$ cat src/rtl/term_pkg.sv
// Shared constants, state encoding and LCD op bundle for the terminal parser.
// Imported by term_parser.
package term_pkg;

  localparam logic [7:0] CC_BS  = 8'h08;
  localparam logic [7:0] CC_TAB = 8'h09;
  localparam logic [7:0] CC_LF  = 8'h0A;
  localparam logic [7:0] CC_FF  = 8'h0C;
  localparam logic [7:0] CC_CR  = 8'h0D;

  localparam logic [7:0] LCD_CLEAR  = 8'h01;
  localparam logic [7:0] LCD_SETPOS = 8'h80;

  localparam logic [7:0] CH_SPACE = 8'h20;

  typedef enum logic [2:0] {
    IDLE,
    FETCH,
    DECODE,
    CLR_FILL,
    LCD_TX
  } state_t;

  typedef struct packed {
    logic       is_data;
    logic [7:0] data;
  } lcd_op_t;

  function automatic logic is_printable(input logic [7:0] b);
    return (b >= 8'h20) && (b <= 8'h7E);
  endfunction

endpackage

$ cat src/rtl/lcd_ddram_map.sv
// HD44780 DDRAM address of a (row, col) cell.
// Rows 2/3 continue rows 0/1 past COLS.
module lcd_ddram_map #(
  parameter  int COLS = 16,
  parameter  int ROWS = 2,
  localparam int RW   = (ROWS > 1) ? $clog2(ROWS) : 1,
  localparam int CW   = (COLS > 1) ? $clog2(COLS) : 1
) (
  input  logic [RW-1:0] row,
  input  logic [CW-1:0] col,
  output logic [6:0]    addr
);

  logic [1:0] r2;
  logic [6:0] base;

  assign r2 = 2'(row);

  always_comb begin
    base = '0;
    unique case (r2)
      2'd0:    base = 7'h00;
      2'd1:    base = 7'h40;
      2'd2:    base = 7'(COLS);
      default: base = 7'(8'h40 + COLS);
    endcase
  end

  assign addr = base + 7'(col);

endmodule

$ cat src/rtl/term_parser.sv
// Byte stream to character grid: cursor tracking, buffer writes and
// a short queue of LCD transactions per received byte.
module term_parser
  import term_pkg::*;
#(
  parameter  int COLS      = 16,
  parameter  int ROWS      = 2,
  parameter  int WRAP_MODE = 0,
  parameter  int TAB_W     = 4,
  localparam int RW = (ROWS > 1) ? $clog2(ROWS) : 1,
  localparam int CW = (COLS > 1) ? $clog2(COLS) : 1,
  localparam int AW = (COLS * ROWS > 1) ? $clog2(COLS * ROWS) : 1
) (
  input  logic          clk,
  input  logic          rst,
  input  logic [7:0]    fifo_dout,
  input  logic          fifo_empty,
  output logic          fifo_rd,
  output logic          buf_we,
  output logic [AW-1:0] buf_addr,
  output logic [7:0]    buf_din,
  output logic          lcd_valid,
  output logic [7:0]    lcd_data,
  output logic          lcd_is_data,
  input  logic          lcd_ready,
  output logic [RW-1:0] cursor_row,
  output logic [CW-1:0] cursor_col,
  output logic          busy
);

  localparam logic [CW-1:0] LAST_COL  = CW'(COLS - 1);
  localparam logic [RW-1:0] LAST_ROW  = RW'(ROWS - 1);
  localparam logic [AW-1:0] LAST_ADDR = AW'(COLS * ROWS - 1);

  state_t        state;
  logic          fetch_wait;
  logic [7:0]    cur;
  lcd_op_t       q [4];
  logic [1:0]    q_cnt;
  logic [1:0]    q_idx;

  logic [AW-1:0] cur_addr;
  logic          at_col;
  logic          at_row;
  logic [RW-1:0] nrow;
  logic [CW-1:0] ncol;
  logic          wrap;
  logic [7:0]    tab_col;
  logic [6:0]    dd_addr;
  logic [7:0]    setpos;
  lcd_op_t       seq [4];
  logic [1:0]    seq_n;

  assign busy     = (state != IDLE);
  assign cur_addr = AW'(int'(cursor_row) * COLS + int'(cursor_col));
  assign at_col   = (cursor_col == LAST_COL);
  assign at_row   = (cursor_row == LAST_ROW);
  assign tab_col  = (8'(cursor_col) & ~8'(TAB_W - 1)) + 8'(TAB_W);

  // Cursor after the latched byte takes effect.
  always_comb begin
    nrow = cursor_row;
    ncol = cursor_col;
    wrap = 1'b0;
    unique case (1'b1)
      is_printable(cur): begin
        if (!at_col) begin
          ncol = cursor_col + 1'b1;
        end else if (!(at_row && WRAP_MODE != 0)) begin
          ncol = '0;
          nrow = at_row ? '0 : cursor_row + 1'b1;
          wrap = 1'b1;
        end
      end
      cur == CC_LF: begin
        ncol = '0;
        if (!at_row) nrow = cursor_row + 1'b1;
        else if (WRAP_MODE == 0) nrow = '0;
      end
      cur == CC_CR: ncol = '0;
      cur == CC_BS: begin
        if (cursor_col != '0) ncol = cursor_col - 1'b1;
      end
      cur == CC_TAB: begin
        ncol = (tab_col > 8'(COLS - 1)) ? LAST_COL
                                         : tab_col[CW-1:0];
      end
      default: ;
    endcase
  end

  lcd_ddram_map #(
    .COLS(COLS),
    .ROWS(ROWS)
  ) u_map (
    .row (nrow),
    .col (ncol),
    .addr(dd_addr)
  );

  assign setpos = LCD_SETPOS | {1'b0, dd_addr};

  always_comb begin
    seq   = '{default: '0};
    seq_n = 2'd0;
    unique case (1'b1)
      is_printable(cur): begin
        seq[0] = '{1'b1, cur};
        seq[1] = '{1'b0, setpos};
        seq_n  = wrap ? 2'd2 : 2'd1;
      end
      cur == CC_LF, cur == CC_CR, cur == CC_TAB: begin
        seq[0] = '{1'b0, setpos};
        seq_n  = 2'd1;
      end
      cur == CC_BS && cursor_col != '0: begin
        seq[0] = '{1'b0, setpos};
        seq[1] = '{1'b1, CH_SPACE};
        seq[2] = '{1'b0, setpos};
        seq_n  = 2'd3;
      end
      default: ;
    endcase
  end

  always_ff @(posedge clk) begin
    if (rst) begin
      state       <= IDLE;
      fetch_wait  <= 1'b0;
      cur         <= '0;
      q_cnt       <= '0;
      q_idx       <= '0;
      fifo_rd     <= 1'b0;
      buf_we      <= 1'b0;
      buf_addr    <= '0;
      buf_din     <= '0;
      lcd_valid   <= 1'b0;
      lcd_data    <= '0;
      lcd_is_data <= 1'b0;
      cursor_row  <= '0;
      cursor_col  <= '0;
    end else begin
      unique case (state)
        IDLE: begin
          if (!fifo_empty) begin
            fifo_rd    <= 1'b1;
            fetch_wait <= 1'b1;
            state      <= FETCH;
          end
        end
        // First cycle pops, second sees the popped byte.
        FETCH: begin
          fifo_rd <= 1'b0;
          if (fetch_wait) begin
            fetch_wait <= 1'b0;
          end else begin
            cur   <= fifo_dout;
            state <= DECODE;
            if (is_printable(fifo_dout)) begin
              buf_we   <= 1'b1;
              buf_addr <= cur_addr;
              buf_din  <= fifo_dout;
            end else if (fifo_dout == CC_BS &&
                         cursor_col != '0) begin
              buf_we   <= 1'b1;
              buf_addr <= cur_addr - 1'b1;
              buf_din  <= CH_SPACE;
            end
          end
        end
        DECODE: begin
          buf_we     <= 1'b0;
          cursor_row <= nrow;
          cursor_col <= ncol;
          if (cur == CC_FF) begin
            buf_we   <= 1'b1;
            buf_addr <= '0;
            buf_din  <= CH_SPACE;
            state    <= CLR_FILL;
          end else if (seq_n == 2'd0) begin
            state <= IDLE;
          end else begin
            q     <= seq;
            q_cnt <= seq_n;
            q_idx <= 2'd1;
            lcd_valid <= 1'b1;
            {lcd_is_data, lcd_data} <= seq[0];
            state <= LCD_TX;
          end
        end
        CLR_FILL: begin
          if (buf_addr == LAST_ADDR) begin
            buf_we      <= 1'b0;
            cursor_row  <= '0;
            cursor_col  <= '0;
            q_cnt       <= 2'd1;
            q_idx       <= 2'd1;
            lcd_valid   <= 1'b1;
            lcd_is_data <= 1'b0;
            lcd_data    <= LCD_CLEAR;
            state       <= LCD_TX;
          end else begin
            buf_addr <= buf_addr + 1'b1;
          end
        end
        LCD_TX: begin
          if (lcd_ready) begin
            if (q_idx == q_cnt) begin
              lcd_valid   <= 1'b0;
              lcd_data    <= '0;
              lcd_is_data <= 1'b0;
              state       <= IDLE;
            end else begin
              {lcd_is_data, lcd_data} <= q[q_idx];
              q_idx <= q_idx + 1'b1;
            end
          end
        end
        default: state <= IDLE;
      endcase
    end
  end

endmodule

$ cat config.mk
export PLATFORM = sky130hd
export DESIGN_NAME = term_parser
export DESIGN_NICKNAME = d
export VERILOG_FILES = /design/src/rtl/term_pkg.sv /design/src/rtl/lcd_ddram_map.sv /design/src/rtl/term_parser.sv
export SDC_FILE = /design/constraint.sdc
export NUM_CORES = 1
export LEC_CHECK = 0
export CAP_MARGIN = 25
export CELL_PAD_IN_SITES_DETAIL_PLACEMENT = 2
export CELL_PAD_IN_SITES_GLOBAL_PLACEMENT = 2
export CORE_MARGIN = 2
export CORE_UTILIZATION = 35
export DETAILED_ROUTE_END_ITERATION = 12
export PLACE_DENSITY_LB_ADDON = 0.1
export SETUP_SLACK_MARGIN = 0.5
export SYNTH_ARGS = -nofsm -noshare
export SYNTH_HDL_FRONTEND = slang
export SYNTH_HIERARCHICAL = 1
export SYNTH_SLANG_ARGS = --single-unit
$ cat constraint.sdc
create_clock -name clk -period 5.1 [get_ports clk]
set_input_delay 0.51 -clock clk [delete_from_list [all_inputs] [get_ports clk]]
set_output_delay 0.51 -clock clk [all_outputs]
set_load 0.02 [all_outputs]
# ---- Word level (Yosys, flattened, before mapping)
# Index checks and enable logic that the tools add are counted.
dict set report classes {
  n_bitwise 5
  n_mux 74
  n_reduce_logical 29
  eq_ne 24
  n_div 0
  shift 0
  multipliers 0
  add_sub_neg 9
  magnitude_cmp 6
}
# cell n
set ops {}
lappend ops {{8-bit 2-to-1 mux} 10}
lappend ops {{8-bit by 4-bit equality test with 1-bit output, second input constant} 6}
lappend ops {{9-bit case mux with 2 select lines} 2}
lappend ops {{5-bit 2-to-1 mux} 5}
lappend ops {{8-bit case mux with 3 select lines} 1}
lappend ops {{3-bit 2-to-1 mux} 7}
lappend ops {{2-bit inequality test, second input constant} 10}
lappend ops {{1-bit 2-to-1 mux} 19}
lappend ops {{9-bit binary-select mux with 2-bit select} 1}
lappend ops {{9-bit 2-to-1 mux} 2}
lappend ops {{8-bit by 6-bit >= comparator with 1-bit output, second input constant} 2}
lappend ops {{8-bit by 7-bit less-or-equal comparator with 1-bit output, second input constant} 2}
lappend ops {{2-bit 2-to-1 mux} 8}
lappend ops {{4-bit 2-to-1 mux} 4}
lappend ops {{4-bit case mux with 4 select lines} 1}
lappend ops {{8-bit case mux with 2 select lines} 1}
lappend ops {{4-bit AND reduction} 4}
lappend ops {{3-bit case mux with 5 select lines} 1}
lappend ops {{5-bit case mux with 3 select lines} 1}
lappend ops {{5-bit AND reduction} 3}
lappend ops {{7-bit case mux with 2 select lines} 1}
lappend ops {{2-bit case mux with 3 select lines} 2}
lappend ops {{6-bit AND reduction} 2}
lappend ops {{1-bit case mux with 3 select lines} 3}
lappend ops {{other kinds (33)} 49}
dict set report word_totals {
  ramBits 0
  memories 0
  reg_bits 72
  latchBits 0
  rom_bits 0
}

# ---- Logic depth before layout (Yosys ltp)
# Gate-level depths: netlist of the first run.
dict set report logic_depth {
  depth_word 11
  ltp_mapped 13
  depth_no_buf 10
}

# ---- Modules after synthesis
# Netlist of the first run, hierarchy kept.
# mod seq_area_each_um2 instances area_per_inst_um2 cells_per_inst
set modules_own_cells {}
lappend modules_own_cells {term_parser 1651.6 1 3757.4 421}
lappend modules_own_cells {lcd_ddram_map 0.0 1 56.3 8}

# ---- Worst setup path before layout of the first run
# OpenSTA, ideal clock, no wires.
dict set report synth_timing {
  path_type {reg2reg}
  start {register cursor_col[0]}
  end {register q[10] in the netlist's numbering (enable)}
  setup_ns 0.438
  t_required_ns 4.662
  path_slack_ns 1.298
  path_buffers 0
  arrival_time_ns 3.364
  stages_incl_launch_ff 7
  cell_sequence {dfxtp_1 inv_1 ha_1 nor3b_2 and2_1 or2_2 nor3_1}
}
dict set report synth_between {
  elab_chain_cells 8
  elab_cells_between_ends 10
  cone_classes {eq/ne: 1; mux: 4; bitwise: 1; reduce/logical: 4}
}
# element line
set synth_rtl {}
lappend synth_rtl {{from (decl)} term_parser.sv:27} ;# output logic [CW-1:0] cursor_col,
lappend synth_rtl {{from (signal assigned)} term_parser.sv:174} ;# cursor_col <= ncol;
lappend synth_rtl {{4-bit equality test} term_parser.sv:56} ;# assign at_col = (cursor_col == LAST_COL);
lappend synth_rtl {{1-bit 2-to-1 mux} term_parser.sv:67} ;# if (!at_col) begin
lappend synth_rtl {{1-bit 2-to-1 mux} term_parser.sv:65} ;# unique case (1'b1)
lappend synth_rtl {{2-bit 2-to-1 mux} term_parser.sv:110} ;# seq_n = wrap ? 2'd2 : 2'd1;
lappend synth_rtl {{2-bit case mux with 3 select lines *} term_parser.sv:106} ;# unique case (1'b1)
lappend synth_rtl {{2-bit logical NOT *} term_parser.sv:180} ;# end else if (seq_n == 2'd0) begin
lappend synth_rtl {{1-bit inverter (no source line) *} -}
lappend synth_rtl {{4-bit AND reduction (no source line) *} -}
lappend synth_rtl {{to (signal assigned)} term_parser.sv:183} ;# q <= seq;
lappend synth_rtl {{to (decl)} term_parser.sv:38} ;# lcd_op_t q [4];
# Every way passes the cells marked *; elsewhere a longest branch is shown, timed or not.
# A chain may end at the register's enable or synchronous reset.

# ---- Worst setup path after layout of the first run
dict set report layout_timing {
  start {register state[1]}
  end {register q_idx[0]}
}
dict set report layout_between {
  elab_chain_cells 3
  elab_cells_between_ends 11
  cone_classes {eq/ne: 8; mux: 1; reduce/logical: 2}
}
# element line
set layout_rtl {}
lappend layout_rtl {{from (decl)} term_parser.sv:35} ;# state_t state;
lappend layout_rtl {{from (signal assigned)} term_parser.sv:128} ;# state <= IDLE;
lappend layout_rtl {{from (signal assigned)} term_parser.sv:148} ;# state <= FETCH;
lappend layout_rtl {{from (signal assigned)} term_parser.sv:158} ;# state <= DECODE;
lappend layout_rtl {{3-bit equality test / 3-bit by 2-bit equality test with 1-bit output (equally long branches)} term_parser.sv:143} ;# unique case (state)
lappend layout_rtl {{2-bit inequality test (no source line) / 3-bit nonzero test (equally long branches)} -}
lappend layout_rtl {{6-bit AND reduction (no source line)} -}
lappend layout_rtl {{to (signal assigned)} term_parser.sv:215} ;# q_idx <= q_idx + 1'b1;
lappend layout_rtl {{to (decl)} term_parser.sv:40} ;# logic [1:0] q_idx;
# Parallel ways exist; a longest one is shown, timed or not.

==> run_results.csv, run 1 <==
group,metric,value,unit
hold_path,hold_class,"register to register",
placement,dp_cells,580,
clocking,cts_made_buffers,9,
route,first_pass_iters,5,
yosys,synth-async-reset-ratio,0,
timing,period_needed,3.45,ns
floorplanning,start_util,0.355,
critical_path,path_max_fanout,20,
critical_path,arrival,3.72,ns
critical_path,cp-end-kind,"register",
clocking,clk_pin_slew_worst_paths,0.08,ns
clocking,ctsResizeCount,0,
timing,rsz0062_at_grt,"no",
critical_path,required,5.37,ns
finish,final_common_cell,"nand2_1",
finish,final_area,4420,um2
critical_path,r2r_start,"state[1]$_SDFFE_PP0P_",
yosys,synth_edf_count,25,
route,dr.first_iter.drc_count,113,
global_routing,grt_pass1_vias,3639,
critical_path,worstRegToRegCells,6,
yosys,synth_seq_cells,70,
timing,hold_slack,0.457,ns
clocking,clock-sinks,70,
clocking,post_cts_buffers,0,
finish,drive_above_1_share,0.0899,
floorplanning,die_w,108,um
pwr,totalPowerFinal,1.26,mW
placement,placed_area,4250,um2
global_routing,overflow,0,
placement,place_hpwl,8.54,mm
timing,finalCritPeriodShare,0.676,
timing,setup_viol,0,
timing,worst_pin_slew,0.914,ns
finish,syn2layout_area_growth,16.0,%
global_routing,grt_pass1_wl,19.9,mm
floorplanning,io_pins,43,
yosys,synthFlopType,"dfxtp_1",
yosys,netlist_instances,429,
timing,clock.fmax,290,MHz
outcome,status,"complete, no violations",
clocking,worstSkewPairLatency,0.36,ns
pwr,p_leak,1.48,nW
clocking,cts_hold_buffers,0,
global_routing,antenna_found_initial,0,
yosys,synth_top_area_share,0.236,
finish,num_antenna_cells,0,
placement,gp_congestion,0.799,
yosys,synth-seq-area-share,0.433,
route,vias,3367,
critical_path,crit_type,"register to register",
floorplanning,row_count,38,
critical_path,reg2reg_setup_slack,1.65,ns
timing,relSlewSlack,0.389,
finish,stdcell_count,596,
pwr,p_per_area,284,nW/um2
yosys,synth.distinct_cells,66,
route,drt-vias-per-instance,5.65,
finish,nets,467,
pwr,ir_drop,0.216,mV
yosys,synth_area_leaders,"dfxtp_1 24%, edfxtp_1 20%, nand2_1 5.1%, a21oi_1 4.6%, nor2_1 3.1%",
critical_path,cp-endpoint,"q_idx[0]$_SDFFE_PP0P_",
clocking,clock-root-buffer,"clkbuf_8",
timing,hold_violations,0,
yosys,syn_area_per_cell,8.89,um2
timing,fin_setup_tns,0,ns
timing,finClkSkew,0.00600,ns
floorplanning,die_y,108,um
clocking,cts_max_path_buffers,2,
critical_path,startpoint_type,"register",
global_routing,grt_start_max_net_pins,36,
yosys,syn_area,3810,um2
critical_path,crit_start,"state[1]$_SDFFE_PP0P_",
route,drc_errors,0,
yosys,ys_warn_count,6,
placement,numPortBuffers,42,
timing,finalMaxSlewViolations,0,
floorplanning,die_area,11700,um2
run,drv_cap,0,
critical_path,reg2reg_to,"q_idx[0]$_SDFFE_PP0P_",
route,wl_per_cell,20.5,um
floorplanning,core_area,10700,um2
clocking,h-tree-depth,3,
route,wl,12.2,mm
route,final_antenna_net_count,0,
yosys,synth_area_leader_cell,"dfxtp_1",
clocking,cts_tree,"done",
finish,mostFrequentLayoutCells,"52 x nand2_1, 45 x dfxtp_1, 42 x clkdlybuf4s50_1, 35 x a21oi_1, 32 x nor2_1",
global_routing,track_usage,0.223,
-- where the power goes --
part | leakage, nW | internal (mW) | switching (mW)
Clock | 0.0877 | 0.204 | 0.213
Sequential | 0.598 | 0.597 | 0.0314
Combinational | 0.796 | 0.0819 | 0.130
-- metrics by stage --
step,worst slack (ns),util
after floorplan,1.30,-
after global placement,1.82,0.396
after detailed placement,1.67,0.396
after CTS,1.63,0.412
after global routing,1.39,0.412
final,1.65,0.412
-- synth_stat cells (all sizes together) (2+ instances only) --
cell type	n
nand2b	7
nand4	2
a32o	4
a311oi	4
nor4	4
a32oi	7
and2	15
o21ai	32
xor2	2
or2	2
buf	22
or3	3
dfxtp	45
a211oi	3
nor3	10
o211ai	6
a21oi	37
a22o	5
edfxtp	25
inv	12
nor3b	4
and3	5
mux2i	10
nand3	17
xnor2	5
a31oi	10
nor2b	4
a21o	5
o22ai	2
clkbuf	13
a22oi	3
nor2	33
ha	4
or4	2
nand2	52
nor4b	2
-- routing by layer --
metal	wire, um	vias up	track usage
li1	-	1593	-
met1	5650	1694	0.283
met2	5970	65	0.379
met3	424	15	0.0561
met4	171	0	0.0586
met5	0	-	0
-- critical path, cell delays in order (launching register included) --
cell and delay (ns):
dfxtp_1 0.59, nor2b_1 0.79, nand2_1 0.41, a22oi_1 0.41, and3_1 0.74, a21oi_1 0.15
a311oi_1 0.27
-- registers in the layout (all words and copies together) (netlist names) --
signal / cells
buf_din: 8
cur: 8
fetch_wait: 1
lcd_is_data: 1
q: 25
buf_we: 1
q_idx: 2
lcd_data: 8
buf_addr: 5
q_cnt: 2
cursor_col: 4
lcd_valid: 1
state: 3
cursor_row: 1
-- kinds of logic after synthesis --
group / Yosys count / share of synthesized area
DFF: 70 / 0.433
and+or+nand+nor: 165 / 0.232
xor gates and xnor gates: 7 / 0.0161
buffers and inverters: 47 / 0.0610
AOI/OAI and AO/OA: 125 / 0.218
other: 1 / 0.000983
muxes: 10 / 0.0262
adders and majority gates: 4 / 0.0131
-- how the worst min path moves through the flow --
stage | from | to | slack (ns) | cells past startpoint
finish | buf_din[3]$_SDFFE_PP0P_ | buf_din[3]$_SDFFE_PP0P_ | 0.46 | 2
global route | buf_din[6]$_SDFFE_PP0P_ | buf_din[6]$_SDFFE_PP0P_ | 0.47 | 2
CTS | buf_din[6]$_SDFFE_PP0P_ | buf_din[6]$_SDFFE_PP0P_ | 0.46 | 2
detailed placement | buf_din[6]$_SDFFE_PP0P_ | buf_din[6]$_SDFFE_PP0P_ | 0.45 | 2
global placement | buf_din[0]$_SDFFE_PP0P_ | buf_din[0]$_SDFFE_PP0P_ | 0.44 | 2
floorplan | q_cnt[1]$_SDFFE_PP0P_ | q_cnt[1]$_SDFFE_PP0P_ | 0.45 | 2
-- area by class of cell --
| cell class | instances | area, um2 |
|---|---|---|
| multi-input cells | 313 | 1940 |
| clock inverters | 1 | 5.00 |
| repair buffers | 45 | 443 |
| flip-flops and latches | 70 | 1650 |
| well taps | 140 | 175 |
| inverters | 12 | 45.0 |
| clock buffers | 15 | 166 |
| fillers | 1224 | 6320 |
Note: power is estimated with default switching activity, not from simulation.
==> run 2, diff against run 1 <==
- CORE_UTILIZATION: 35 -> 31
- clock period: 5.1 -> 2.81 ns (I/O delays scaled with it)
==> run_results.csv, run 2 (synthesized netlist as in run 1, its figures left out) <==
group,metric,value,unit
critical_path,reg2reg_to,"lcd_data[0]$_SDFFE_PP0P_",
finish,num_antenna_cells,0,
route,wl_per_cell,19.9,um
route,final_antenna_net_count,0,
finish,nets,505,
pwr,ir_drop,0.192,mV
finish,filler_cell_count,1310,
global_routing,antenna_found_initial,0,
hold_path,hold_depth,2,
route,drc_errors,0,
pwr,totalPowerFinal,2.82,mW
global_routing,track_usage,0.202,
hold_path,worstHoldEndpoint,"buf_din[3]$_SDFFE_PP0P_",
finish,mostFrequentLayoutCells,"50 x nand2_1, 42 x clkdlybuf4s50_1, 40 x dfxtp_1, 37 x buf_4, 34 x a21oi_1",
hold_path,hold_start,"buf_din[3]$_SDFFE_PP0P_",
finish,regMostFlops,"q",
finish,largest_register_ffs,25,
pwr,p_per_area,564,nW/um2
timing,clock.fmax,436,MHz
critical_path,worstRegToRegCells,9,
placement,gp_congestion,0.832,
clocking,h-tree-depth,3,
critical_path,crit_chain,"or3b_4 > or4_4 > nor3_4 > a21oi_2 > and2_1 > o21ai_2 > a22o_1 > o211ai_1 > a21oi_1",
placement,placed_area,4450,um2
critical_path,cp_top_family,"simple AND/OR/NAND/NOR gates",
clocking,clk_pin_slew_worst_paths,0.06,ns
critical_path,startpoint_type,"register",
placement,numPortBuffers,42,
timing,hold_slack,0.455,ns
floorplanning,die_area,13200,um2
critical_path,cp-end-kind,"register",
critical_path,r2r_start,"cur[7]$_SDFFE_PP0P_",
run,drv_cap,0,
global_routing,grt_pass1_wl,20.4,mm
finish,final_area,4990,um2
clocking,cts_hold_buffers,0,
floorplanning,die_w,115,um
clocking,cts_made_buffers,9,
timing,rsz0062_at_grt,"yes",
timing,setup_slack,0.516,ns
floorplanning,die_y,115,um
route,drt-vias-per-instance,5.36,
timing,period_needed,2.29,ns
finish,drive_above_1_share,0.206,
finish,regArea,1670,um2
timing,fin_setup_tns,0,ns
clocking,cts_max_path_buffers,2,
timing,setup_viol,0,
route,vias,3438,
placement,dp_slack,0.272,ns
pwr,p_leak,1.79,nW
hold_path,hold_class,"register to register",
floorplanning,start_util,0.318,
timing,worst_pin_slew,0.684,ns
route,wl,12.8,mm
finish,final_common_cell,"nand2_1",
floorplanning,row_count,40,
clocking,clock-sinks,70,
critical_path,reg2reg_setup_slack,0.52,ns
critical_path,crit_type,"register to register",
floorplanning,core_area,12000,um2
global_routing,overflow,0,
clocking,worstSkewPairLatency,0.34,ns
critical_path,cp_slowest_stage_delay,0.47,ns
timing,relSlewSlack,0.542,
clocking,cts_tree,"done",
clocking,clock-root-buffer,"clkbuf_16",
critical_path,path_buf_inv,0,
critical_path,required,3.08,ns
critical_path,path_max_fanout,3,
placement,place_hpwl,8.92,mm
outcome,status,"complete, no violations",
finish,syn2layout_area_growth,30.9,%
floorplanning,io_pins,43,
route,dr.first_iter.drc_count,155,
placement,dp_cells,608,
timing,hold_violations,0,
finish,final_util,0.416,
timing,finClkSkew,0.00614,ns
critical_path,cpMaxStageDelayCell,"or4_4",
timing,finalMaxSlewViolations,0,
finish,multi_input_area,2040,um2
finish,stdcell_count,641,
global_routing,grt_pass1_vias,3713,
timing,finalCritPeriodShare,0.816,
route,first_pass_iters,4,
global_routing,grt_start_max_net_pins,26,
critical_path,arrival,2.56,ns
==> run 2: cell count changes in the layout (fill, tap and decap cells not counted), sizes merged <==
cell | previous run | this run
buf | 3 | 41
bufinv | 0 | 2
clkbuf | 15 | 10
clkinv | 1 | 2
clkinvlp | 0 | 1
inv | 12 | 13
==> run 2: worst max path at each step <==
stage | startpoint | endpoint | slack [ns] | cells past startpoint
floorplan | cursor_col[0]$_SDFFE_PP0P_ | q[10]$_SDFFCE_PN0P_ | 0.51 | 6
CTS | cur[7]$_SDFFE_PP0P_ | lcd_data[0]$_SDFFE_PP0P_ | 0.44 | 9
finish | cur[7]$_SDFFE_PP0P_ | lcd_data[0]$_SDFFE_PP0P_ | 0.52 | 9
global placement | cur[3]$_SDFFE_PP0P_ | lcd_data[0]$_SDFFE_PP0P_ | 0.30 | 9
global route | cur[7]$_SDFFE_PP0P_ | lcd_data[0]$_SDFFE_PP0P_ | 0.39 | 9
detailed placement | cur[3]$_SDFFE_PP0P_ | lcd_data[0]$_SDFFE_PP0P_ | 0.27 | 9
==> run 2: report_power, final <==
part	switching, mW	leakage (nW)	total [mW]	internal, mW
clock network	0.446	0.151	1.22	0.776
registers	0.0395	0.601	1.12	1.08
logic	0.277	1.03	0.475	0.198
total	0.762	1.79	2.82	2.06
==> run 2: cell type report <==
type	count	share of cell area
Sequential cell	70	0.334
Multi-Input combinational cell	313	0.408
Tap cell	147	0.0368
Timing Repair Buffer	83	0.149
Inverter	12	0.00952
Clock buffer	10	0.0459
Clock inverter	6	0.0170
==> run 2: worst min-delay path: stages (launching register included) <==
cell     delay [ns]
dfxtp_1        0.31
nand2_1        0.05
a21oi_1        0.05
==> run 2: timing repair <==
item / in CTS / in global routing
setup buffers: 6 / 11
resized for setup: 15 / 15
endpoints found under the setup margin: 20 / 61
pin swaps: 6 / 10
==> run 2: metal layers <==
metal  global-route usage  part of all wire
met2                0.348              0.50
met1                0.258              0.46
met5                    0                 0
met4               0.0755             0.017
met3               0.0264             0.020
==> run 3, diff against run 2 <==
- CORE_UTILIZATION: 31 -> 35
- clock period: 2.81 -> 2.3 ns (I/O delays scaled with it)
==> run_results.csv, run 3 (synthesized netlist as in run 1, its figures left out) <==
group,metric,value,unit
outcome,status,"complete, but fails checks",
outcome,violations,"setup timing",
finish,num_antenna_cells,0,
pwr,ir_drop,0.499,mV
pwr,pwr-share-clk,0.349,
run,drv_cap,0,
clocking,cts_max_path_buffers,2,
route,wl_per_cell,31.7,um
clocking,worstSkewPairLatency,0.38,ns
critical_path,path_max_fanout,3,
timing,finalCritPeriodShare,1.10,
clocking,cts_tree,"done",
clocking,clock-root-buffer,"clkbuf_8",
timing,rsz0062_at_grt,"yes",
finish,drive_above_1_share,0.452,
pwr,p_per_area,573,nW/um2
pwr,pwr-share-seq,0.396,
timing,setup_viol,15,
global_routing,grt_start_max_net_pins,26,
floorplanning,core_area,10700,um2
route,final_antenna_net_count,0,
placement,gp_congestion,0.804,
critical_path,cp-end-kind,"register",
finish,largest_register_ffs,25,
finish,filler_cell_count,1060,
route,drc_errors,0,
route,wl,22.6,mm
timing,finClkSkew,0.0198,ns
route,dr.first_iter.drc_count,326,
placement,numPortBuffers,42,
timing,period_needed,2.52,ns
timing,clock.fmax,397,MHz
finish,final_common_cell,"buf_4",
floorplanning,io_pins,43,
hold_path,hold_start,"buf_din[2]$_SDFFE_PP0P_",
global_routing,grt_pass1_vias,4655,
floorplanning,die_w,108,um
clocking,cts_hold_buffers,0,
finish,syn2layout_area_growth,60.2,%
route,vias,4330,
critical_path,required,2.60,ns
floorplanning,row_count,38,
global_routing,antenna_found_initial,0,
timing,hold_violations,0,
hold_path,hold_depth,2,
timing,worst_pin_slew,0.771,ns
hold_path,hold_class,"register to register",
global_routing,overflow,0,
finish,regMostFlops,"q",
critical_path,arrival,2.82,ns
finish,final_util,0.568,
pwr,comb_power_share,0.255,
clocking,cts_made_buffers,9,
critical_path,reg2reg_to,"lcd_data[0]$_SDFFE_PP0P_",
floorplanning,die_area,11700,um2
placement,place_hpwl,9.66,mm
clocking,clk_pin_slew_worst_paths,0.09,ns
timing,fin_setup_tns,-1.57,ns
clocking,h-tree-depth,3,
clocking,clock-sinks,70,
critical_path,r2r_start,"cur[3]$_SDFFE_PP0P_",
floorplanning,die_y,108,um
route,first_pass_iters,5,
global_routing,track_usage,0.330,
pwr,p_switching,1.15,mW
finish,nets,584,
floorplanning,start_util,0.355,
timing,relSlewSlack,0.486,
finish,mostFrequentLayoutCells,"87 x buf_4, 46 x nand2_1, 37 x clkdlybuf4s50_1, 30 x dfxtp_1, 28 x nor2_1",
critical_path,worstRegToRegCells,9,
critical_path,reg2reg_setup_slack,-0.22,ns
critical_path,crit_type,"register to register",
hold_path,worstHoldEndpoint,"buf_din[2]$_SDFFE_PP0P_",
critical_path,startpoint_type,"register",
timing,finalMaxSlewViolations,0,
pwr,sw_frac_of_total,0.329,
timing,setup_slack,-0.220,ns
route,drt-vias-per-instance,6.07,
pwr,power.internal,2.35,mW
pwr,p_leak,2.32,nW
global_routing,grt_pass1_wl,28.5,mm
-- run 3: cell types whose count changed in the layout (fill, tap and decap cells not counted), sizes merged --
cell / delta
buf: +76
clkdlybuf4s50: -5
clkbuf: +4
and3: +3
dlygate4sd2: +2
dlymetal6s2s: +2
bufbuf: +1
bufinv: -1
clkinv: -1
clkinvlp: -1
inv: -1
-- run 3: routing by layer --
| metal | share of wire | global-route usage | up-vias |
|---|---|---|---|
| met5 | 0 | 0 | - |
| met4 | 0.054 | 0.165 | 0 |
| met3 | 0.044 | 0.0410 | 83 |
| met2 | 0.51 | 0.591 | 190 |
| met1 | 0.39 | 0.388 | 2218 |
| li1 | - | - | 1839 |
-- run 3: final cells by class --
class,instances,area (um2),share of cell area
Sequential cell,70,1680,0.276
Multi-Input combinational cell,316,2510,0.411
Clock inverter,2,35.0,0.00574
Clock buffer,14,194,0.0317
Tap cell,140,175,0.0287
Inverter,12,55.1,0.00901
Timing Repair Buffer,159,1460,0.238
-- run 3: power groups by stage --
stage	Clock, mW	Sequential (mW)	Combinational (mW)
after floorplan	0	1.42	0.325
after global placement	0	1.40	0.583
after detailed placement	0	1.40	0.604
after CTS	1.18	1.37	0.726
after global routing	1.26	1.39	0.921
final	1.22	1.38	0.891
-- run 3: through the flow --
| step | instances | hold WS (ns) | worst slack (ns) | power, mW | area [um2] |
|---|---|---|---|---|---|
| 6_report | 713 | 0.492 | -0.220 | 3.50 | 6110 |
| 3_3_place_gp | 629 | 0.448 | 0.136 | 1.98 | 4810 |
| 3_5_place_dp | 629 | 0.457 | 0.0552 | 2.00 | 4810 |
| 4_1_cts | 691 | 0.473 | 0.0586 | 3.27 | 5690 |
| 2_1_floorplan | 430 | 0.340 | 0.0581 | 1.75 | 4030 |
| 5_1_grt | 713 | 0.514 | -0.274 | 3.57 | 6110 |
-- run 3: critical path, stage by stage (launching register included) --
cell      delay, ns
dfxtp_2        0.35
or3b_4         0.39
or4_4          0.55
nor3_4         0.25
a21oi_2        0.07
and2_4         0.14
o21ai_2        0.16
a22o_1         0.24
o211ai_1       0.11
a21oi_1        0.17
-- run 3: what timing repair did --
| action | CTS | global route |
|---|---|---|
| resized for setup | 71 | 65 |
| buffers inserted | 42 | 22 |
| setup endpoints to repair | 87 | 90 |
| gates cloned | 4 | 0 |
| pin swaps | 33 | 33 |
-- run 3: worst max-delay path by stage --
stage	from	cells past startpoint	to
floorplan	cursor_col[0]$_SDFFE_PP0P_	6	q[10]$_SDFFCE_PN0P_
global placement	cur[4]$_SDFFE_PP0P_	9	lcd_data[0]$_SDFFE_PP0P_
detailed placement	cur[4]$_SDFFE_PP0P_	9	lcd_data[0]$_SDFFE_PP0P_
CTS	cur[4]$_SDFFE_PP0P_	9	lcd_data[1]$_SDFFE_PP0P_
global route	cur[7]$_SDFFE_PP0P_	9	lcd_data[0]$_SDFFE_PP0P_
finish	cur[3]$_SDFFE_PP0P_	9	lcd_data[0]$_SDFFE_PP0P_
